`config.mk`:
```
export PLATFORM = sky130hd
export DESIGN_NAME = disp_pix_prefetch
export DESIGN_NICKNAME = d
export VERILOG_FILES = /design/src/rtl/disp_pix_prefetch.sv
export SDC_FILE = /design/constraint.sdc
export NUM_CORES = 1
export LEC_CHECK = 0
export BUFFER_PORTS_ARGS = -buffer_cell sky130_fd_sc_hd__buf_4
export CORE_MARGIN = 3
export CORE_UTILIZATION = 50
export CTS_BUF_LIST = sky130_fd_sc_hd__clkbuf_2
export CTS_CLUSTER_DIAMETER = 40
export DETAILED_ROUTE_END_ITERATION = 6
export PLACE_DENSITY = 0.76
export SETUP_SLACK_MARGIN = 0.3
export SYNTH_ARGS = -nofsm -noshare
export SYNTH_HDL_FRONTEND = slang
export SYNTH_SLANG_ARGS = --single-unit
```
`constraint.sdc`:
```
create_clock -name clk -period 4.3 [get_ports clk]
set_clock_uncertainty 0.1 [all_clocks]
set_input_delay 0.215 -clock clk [delete_from_list [all_inputs] [get_ports clk]]
set_output_delay 0.215 -clock clk [all_outputs]
set_load 0.005 [all_outputs]
```
`src/rtl/disp_pix_prefetch.sv`:
```
// Display pixel prefetcher: issues burst reads to the frame buffer, holds returned
// RGB565 words in a show-ahead FIFO and restarts at the frame base on every vsync rise.
module disp_pix_prefetch #(
    parameter int unsigned DEPTH     = 16,
    parameter int unsigned BURST_LEN = 8,
    parameter int unsigned H_VALID   = 1024,
    parameter int unsigned V_VALID   = 768,
    parameter int unsigned ADDR_W    = 24,
    parameter int unsigned BASE_ADDR = 0
) (
    input  logic              clk,
    input  logic              rst,
    input  logic              vsync,
    input  logic              pix_data_req,
    output logic [15:0]       pix_data,
    output logic              rd_req,
    output logic [ADDR_W-1:0] rd_addr,
    input  logic              rd_ack,
    input  logic              rd_valid,
    input  logic [15:0]       rd_data,
    output logic              underflow
);

    localparam int unsigned FRAME_WORDS = H_VALID * V_VALID;
    localparam int unsigned CNT_W       = $clog2(FRAME_WORDS) + 1;
    localparam int unsigned PTR_W       = $clog2(DEPTH);
    localparam int unsigned FCNT_W      = PTR_W + 1;
    localparam int unsigned OUT_W       = PTR_W + 2;
    localparam int unsigned SUM_W       = OUT_W + 1;

    typedef enum logic [1:0] {
        ST_IDLE  = 2'd0,
        ST_FLUSH = 2'd1,
        ST_RUN   = 2'd2
    } state_t;

    state_t              state_q, state_d;
    logic                vsync_q;
    logic                rd_req_q, rd_req_d;
    logic [ADDR_W-1:0]   rd_addr_q, rd_addr_d;
    logic [CNT_W-1:0]    req_cnt_q, req_cnt_d;
    logic [OUT_W-1:0]    out_q, out_d;
    logic [FCNT_W-1:0]   fifo_cnt_q, fifo_cnt_d;
    logic [PTR_W-1:0]    wr_ptr_q, wr_ptr_d;
    logic [PTR_W-1:0]    rd_ptr_q, rd_ptr_d;
    logic                underflow_q, underflow_d;
    logic [15:0]         mem_q [DEPTH];

    logic vsync_rise_c, ack_c, valid_ok_c, empty_c, flush_c, push_c, pop_c, credit_c;

    assign vsync_rise_c = vsync & ~vsync_q;
    assign ack_c        = rd_req_q & rd_ack;
    // A returned word with nothing outstanding is stray and must not touch any counter.
    assign valid_ok_c   = rd_valid && (out_q != '0);
    assign empty_c      = (fifo_cnt_q == '0);
    assign flush_c      = (state_d == ST_FLUSH);
    assign push_c       = (state_q == ST_RUN) && valid_ok_c && !flush_c;
    assign pop_c        = pix_data_req && !empty_c;

    // State register
    always_ff @(posedge clk or posedge rst) begin
        if (rst) state_q <= ST_IDLE;
        else     state_q <= state_d;
    end

    // Next-state logic
    always_comb begin
        state_d = state_q;
        case (state_q)
            ST_IDLE:  if (vsync_rise_c) state_d = ST_FLUSH;
            ST_FLUSH: if (out_q == '0 && !rd_req_q) state_d = ST_RUN;
            ST_RUN:   if (vsync_rise_c) state_d = ST_FLUSH;
            default:  state_d = ST_IDLE;
        endcase
    end

    // Datapath and request logic; credit is judged on post-update counters.
    always_comb begin
        rd_addr_d   = rd_addr_q;
        req_cnt_d   = req_cnt_q;
        out_d       = out_q;
        fifo_cnt_d  = fifo_cnt_q;
        wr_ptr_d    = wr_ptr_q;
        rd_ptr_d    = rd_ptr_q;
        underflow_d = underflow_q;
        rd_req_d    = 1'b0;
        credit_c    = 1'b0;

        if (ack_c) begin
            rd_addr_d = rd_addr_q + ADDR_W'(BURST_LEN);
            req_cnt_d = req_cnt_q + CNT_W'(BURST_LEN);
        end
        out_d = out_q + (ack_c ? OUT_W'(BURST_LEN) : OUT_W'(0))
                      - (valid_ok_c ? OUT_W'(1) : OUT_W'(0));

        if (push_c) wr_ptr_d = wr_ptr_q + PTR_W'(1);
        if (pop_c)  rd_ptr_d = rd_ptr_q + PTR_W'(1);
        fifo_cnt_d = fifo_cnt_q + FCNT_W'(push_c) - FCNT_W'(pop_c);
        if (pix_data_req && empty_c) underflow_d = 1'b1;

        // A pending request keeps its address until acked; the frame restarts after.
        if (flush_c) begin
            wr_ptr_d    = '0;
            rd_ptr_d    = '0;
            fifo_cnt_d  = '0;
            req_cnt_d   = '0;
            underflow_d = 1'b0;
            if (!(rd_req_q && !rd_ack)) rd_addr_d = ADDR_W'(BASE_ADDR);
        end

        credit_c = (SUM_W'(fifo_cnt_d) + SUM_W'(out_d) + SUM_W'(BURST_LEN) <= SUM_W'(DEPTH))
                   && (req_cnt_d < CNT_W'(FRAME_WORDS));
        rd_req_d = (rd_req_q && !rd_ack) || ((state_d == ST_RUN) && credit_c);
    end

    always_ff @(posedge clk or posedge rst) begin
        if (rst) begin
            vsync_q     <= 1'b0;
            rd_req_q    <= 1'b0;
            rd_addr_q   <= ADDR_W'(BASE_ADDR);
            req_cnt_q   <= '0;
            out_q       <= '0;
            fifo_cnt_q  <= '0;
            wr_ptr_q    <= '0;
            rd_ptr_q    <= '0;
            underflow_q <= 1'b0;
        end else begin
            vsync_q     <= vsync;
            rd_req_q    <= rd_req_d;
            rd_addr_q   <= rd_addr_d;
            req_cnt_q   <= req_cnt_d;
            out_q       <= out_d;
            fifo_cnt_q  <= fifo_cnt_d;
            wr_ptr_q    <= wr_ptr_d;
            rd_ptr_q    <= rd_ptr_d;
            underflow_q <= underflow_d;
        end
    end

    // FIFO storage needs no reset; emptiness is tracked by fifo_cnt_q.
    always_ff @(posedge clk) begin
        if (push_c) mem_q[wr_ptr_q] <= rd_data;
    end

    assign pix_data  = empty_c ? 16'h0000 : mem_q[rd_ptr_q];
    assign rd_req    = rd_req_q;
    assign rd_addr   = rd_addr_q;
    assign underflow = underflow_q;

endmodule

```
==> results.txt <==
----------------------------------------------------
[Run status]
  Outcome ... finished, final reports clean

[Worst setup path]
  Max stage delay cell, worst path ... fa_2
  Critical path's largest stage delay ... 0.54 ns
  CP Class ... reg -> reg
  Arrival time at the worst endpoint ... 4.87 ns
  Worst setup SP type ... flop
  CP Data Required Time ... 4.92 ns
  Element type at the critical path end ... flop
  Max FO, Critical Path ... 3
  Series of cell instances along the critical path ... inv_2 -> ha_4 -> or3b_4 -> nor3_4 -> o22ai_2 -> nor2b_4 -> inv_2 -> ha_4 -> inv_4 -> ha_4 -> inv_2 -> fa_2 -> nor2_4 -> ha_4 -> ha_4 -> inv_2 -> fa_2 -> xnor2_2 -> nor4b_2 -> o21ai_1 -> o41ai_1
  Most numerous cell on the critical path ... ha_4
  Worst-case register-to-register setup slack ... 0.05 ns

[Floorplan]
  Die outline area ... 28700 um^2
  Number of primary I/O pins ... 64
  Initial core utilization ... 51.1%
  Chip width ... 169 um
  Core region area ... 26100 um^2
  Die height ... 169 um
  Number of rows created at floorplan ... 59

[Flow run]
  Maximum capacitance violations ... 0

[Finish]
  Commonest non-fill, non-tap cell in the layout ... edfxtp_1
  Ratio of cells with drive above 1 in the final layout ... 34.6%
  Final-stage net count ... 992
  Area grow syn2layout ... 17.0%
  Fin cells ... 1334
  Top library cells by usage in the layout, fill and taps aside ... edfxtp_1 (256), clkbuf_2 (116), buf_4 (94)

[Power]
  Worst voltage drop across the vdd grid ... 481 uV
  Total leakage power ... 0.00565 uW
  Power density of the placed cells ... 503 nW/um^2
  Power after layout ... 7870 uW

[Synth]
  Synthesis Warnings ... 0
  Post-synthesis sequential element count ... 319
  Share of Yosys cell area claimed by the top area cell type ... 57.5%
  Dominant cell type by area after synthesis ... edfxtp_1
  Post-synthesis cell area ... 13400 um^2
  Leading cell types by total area after synthesis ... edfxtp_1 (58%), mux4_2 (13%), dfrtp_1 (12%)
  Adder-cell share of the synthesized area ... 3.26%
  Gate Count Post-Synth ... 757
  Compound-gate portion of the synthesized area ... 1.44%
  Prevailing post-synth register cell ... edfxtp_1
  Number of flops mapped to enable cells by yosys ... 256
  Xor and xnor area share after synthesis ... 3.08%
  Seq/Total Area, Yosys ... 69.3%
  Dominant combinational cell family by area after synthesis ... multiplexers
  Post-Syn Area per Cell ... 17.7 um^2
  Share of synthesized cell area in and, or, nand and nor gates ... 6.90%
  Fraction of synthesized area in multiplexers ... 13.6%
  Synth async-reset ratio ... 19.7%
  Unique masters post-synth ... 47

[Clock network]
  CTS tree ... done
  Clock transition time at the flip-flop clock pins of the worst setup and hold paths ... 0.10 ns
  Insertion delay of the later-clocked pin in the worst-skew pair ... 0.86 ns
  Htree depth ... 3
  Number of clock sinks ... 319
  Inserted Clock Buffers ... 80
  Clock Tree Root ... clkbuf_2
  Largest buffer count on any clock path ... 3

[Global routing]
  Global-route wire length before repair ... 42600 um
  Global-route usage over all layers ... 19.6%
  Via count of the first global-routing pass ... 7876
  Maximum number of pins on one net before global-route repair ... 60
  Gr ovfl total ... 0
  Number of antenna violations at the first check in global routing ... 2

[Detailed routing]
  Residual DRC ... 0
  Mean routed wirelength per cell ... 20.5 um
  Starting DRC count in detailed routing ... 655
  Routed WL ... 27300 um
  DR pass1 iterations ... 5
  Vias per Instance ... 5.53
  DR vias ... 7381
  Number of nets still failing antenna checks after routing ... 0

[Place]
  Placed insts ... 1149
  Weighted congestion reported at the end of routability-driven placement ... 0.794
  Post-detailed-placement half-perimeter wirelength ... 15500 um
  Number of buffers added on ports ... 60

[Timing]
  Ratio of final minimum period to clock period ... 98.9%
  Fmax ... 235 MHz
  Total Negative Setup Slacks ... 0 ns
  Tightest Pin Transition ... 1.11 ns
  Max-slew violations ... 0
  RSZ-0062 raised after global routing ... yes
  Number of failing setup endpoints in the final timing report ... 0
  Endpoints failing hold ... 0
  Relative slew slack ... 25.9%
  Final period demand of the worst path ... 4.25 ns

[Hold path]
  HP Class ... in -> reg

----------------------------------------------------
[cells in the mapped netlist (7+ instances only)]
cell type / instances
nor3_1: 9
mux4_2: 80
dfrtp_1: 63
edfxtp_1: 256
a21oi_1: 13
ha_1: 30
nand2_1: 18
nor2_1: 53
nand4_1: 8
xnor2_1: 23
buf_2: 7
o21ai_0: 7
nand3_1: 13
and4_1: 9
inv_1: 36
xor2_1: 24
nor2b_1: 24
clkbuf_1: 18
and3_1: 15
[logic make-up after synthesis]
kind of cell    Yosys count
mux                      81
buf+inv                  71
other cells               1
flops                   319
fa+ha+maj                33
xor+xnor                 47
compound gates           32
simple gates            173
[worst paths after layout]
kind,from,end,depth (start not counted)
min in group asynchronous,rst,rd_addr[22]$_DFF_PP0_,4
max in group asynchronous,rst,rd_ptr_q[1]$_DFFE_PP0P_,5
setup / recovery,out_q[5]$_DFF_PP0_,rd_req$_DFF_PP0_,21
setup reg to reg,out_q[5]$_DFF_PP0_,rd_req$_DFF_PP0_,21
hold / removal,rd_data[2],mem_q[2][2]$_DFFE_PP_,2
hold reg to reg,req_cnt_q[15]$_DFFE_PP0P_,req_cnt_q[15]$_DFFE_PP0P_,2
[metrics by stage]
stage | area, um^2 | utilization (%) | hold WS, ns | setup slack [ns]
final | 15600 | 59.8 | 0.0860 | 0.0471
after global placement | 14400 | 54.9 | 0.236 | 0.00353
after floorplan | 13400 | - | 0.146 | 0.0225
after global routing | 15600 | 59.8 | 0.00311 | -0.144
after CTS | 15500 | 59.4 | 0.00389 | 0.0334
after detailed placement | 14400 | 54.9 | 0.237 | -0.184
[area by class of cell]
type / instances / area, um^2
fill: 1965 / 10500
sequential: 319 / 9270
multi-input combinational: 369 / 3970
timing repair buffer: 131 / 1110
clock buffer: 116 / 581
tap: 335 / 419
clock inverter: 26 / 146
inverter: 36 / 138
antenna: 2 / 5.00
[metal layers]
metal	track usage [%]	routed length, um
met4	7.25	582
met3	4.45	1670
met5	0	13
met2	33.0	14200
met1	25.3	10900
[state kept, by name (all words and copies together) (netlist names)]
signal,flops
underflow,1
state_q,2
out_q,6
req_cnt_q,18
fifo_cnt_q,5
rd_req,1
rd_addr,21
mem_q,256
rd_ptr_q,4
wr_ptr_q,4
vsync_q,1
[worst max-delay path: cells and delay by family, from the launching register on]
| family | cells | cell delay (ns) |
|---|---|---|
| XOR/XNOR | 1 | 0.15 |
| buffers and inverters | 5 | 0.25 |
| AO/OA/AOI/OAI | 3 | 0.51 |
| AND/OR/NAND/NOR | 5 | 0.98 |
| adder cells (fa/ha/maj) | 7 | 1.80 |
| flip-flops | 1 | 0.38 |
[report_power, final]
group | switching, uW | leakage, uW | internal [uW]
logic | 1160 | 0.00195 | 1240
registers | 91.8 | 0.00315 | 3400
clock network | 1230 | 0.000548 | 748
[timing repair]
item | in CTS | in global routing
hold buffers | 34 | 0
pin swaps | 15 | 15
endpoints found under the setup margin | 1 | 6
setup buffers | 5 | 2
hold endpoints to repair | 337 | 0
resized for setup | 22 | 14
No activity file was read; power rests on OpenSTA's default activity.
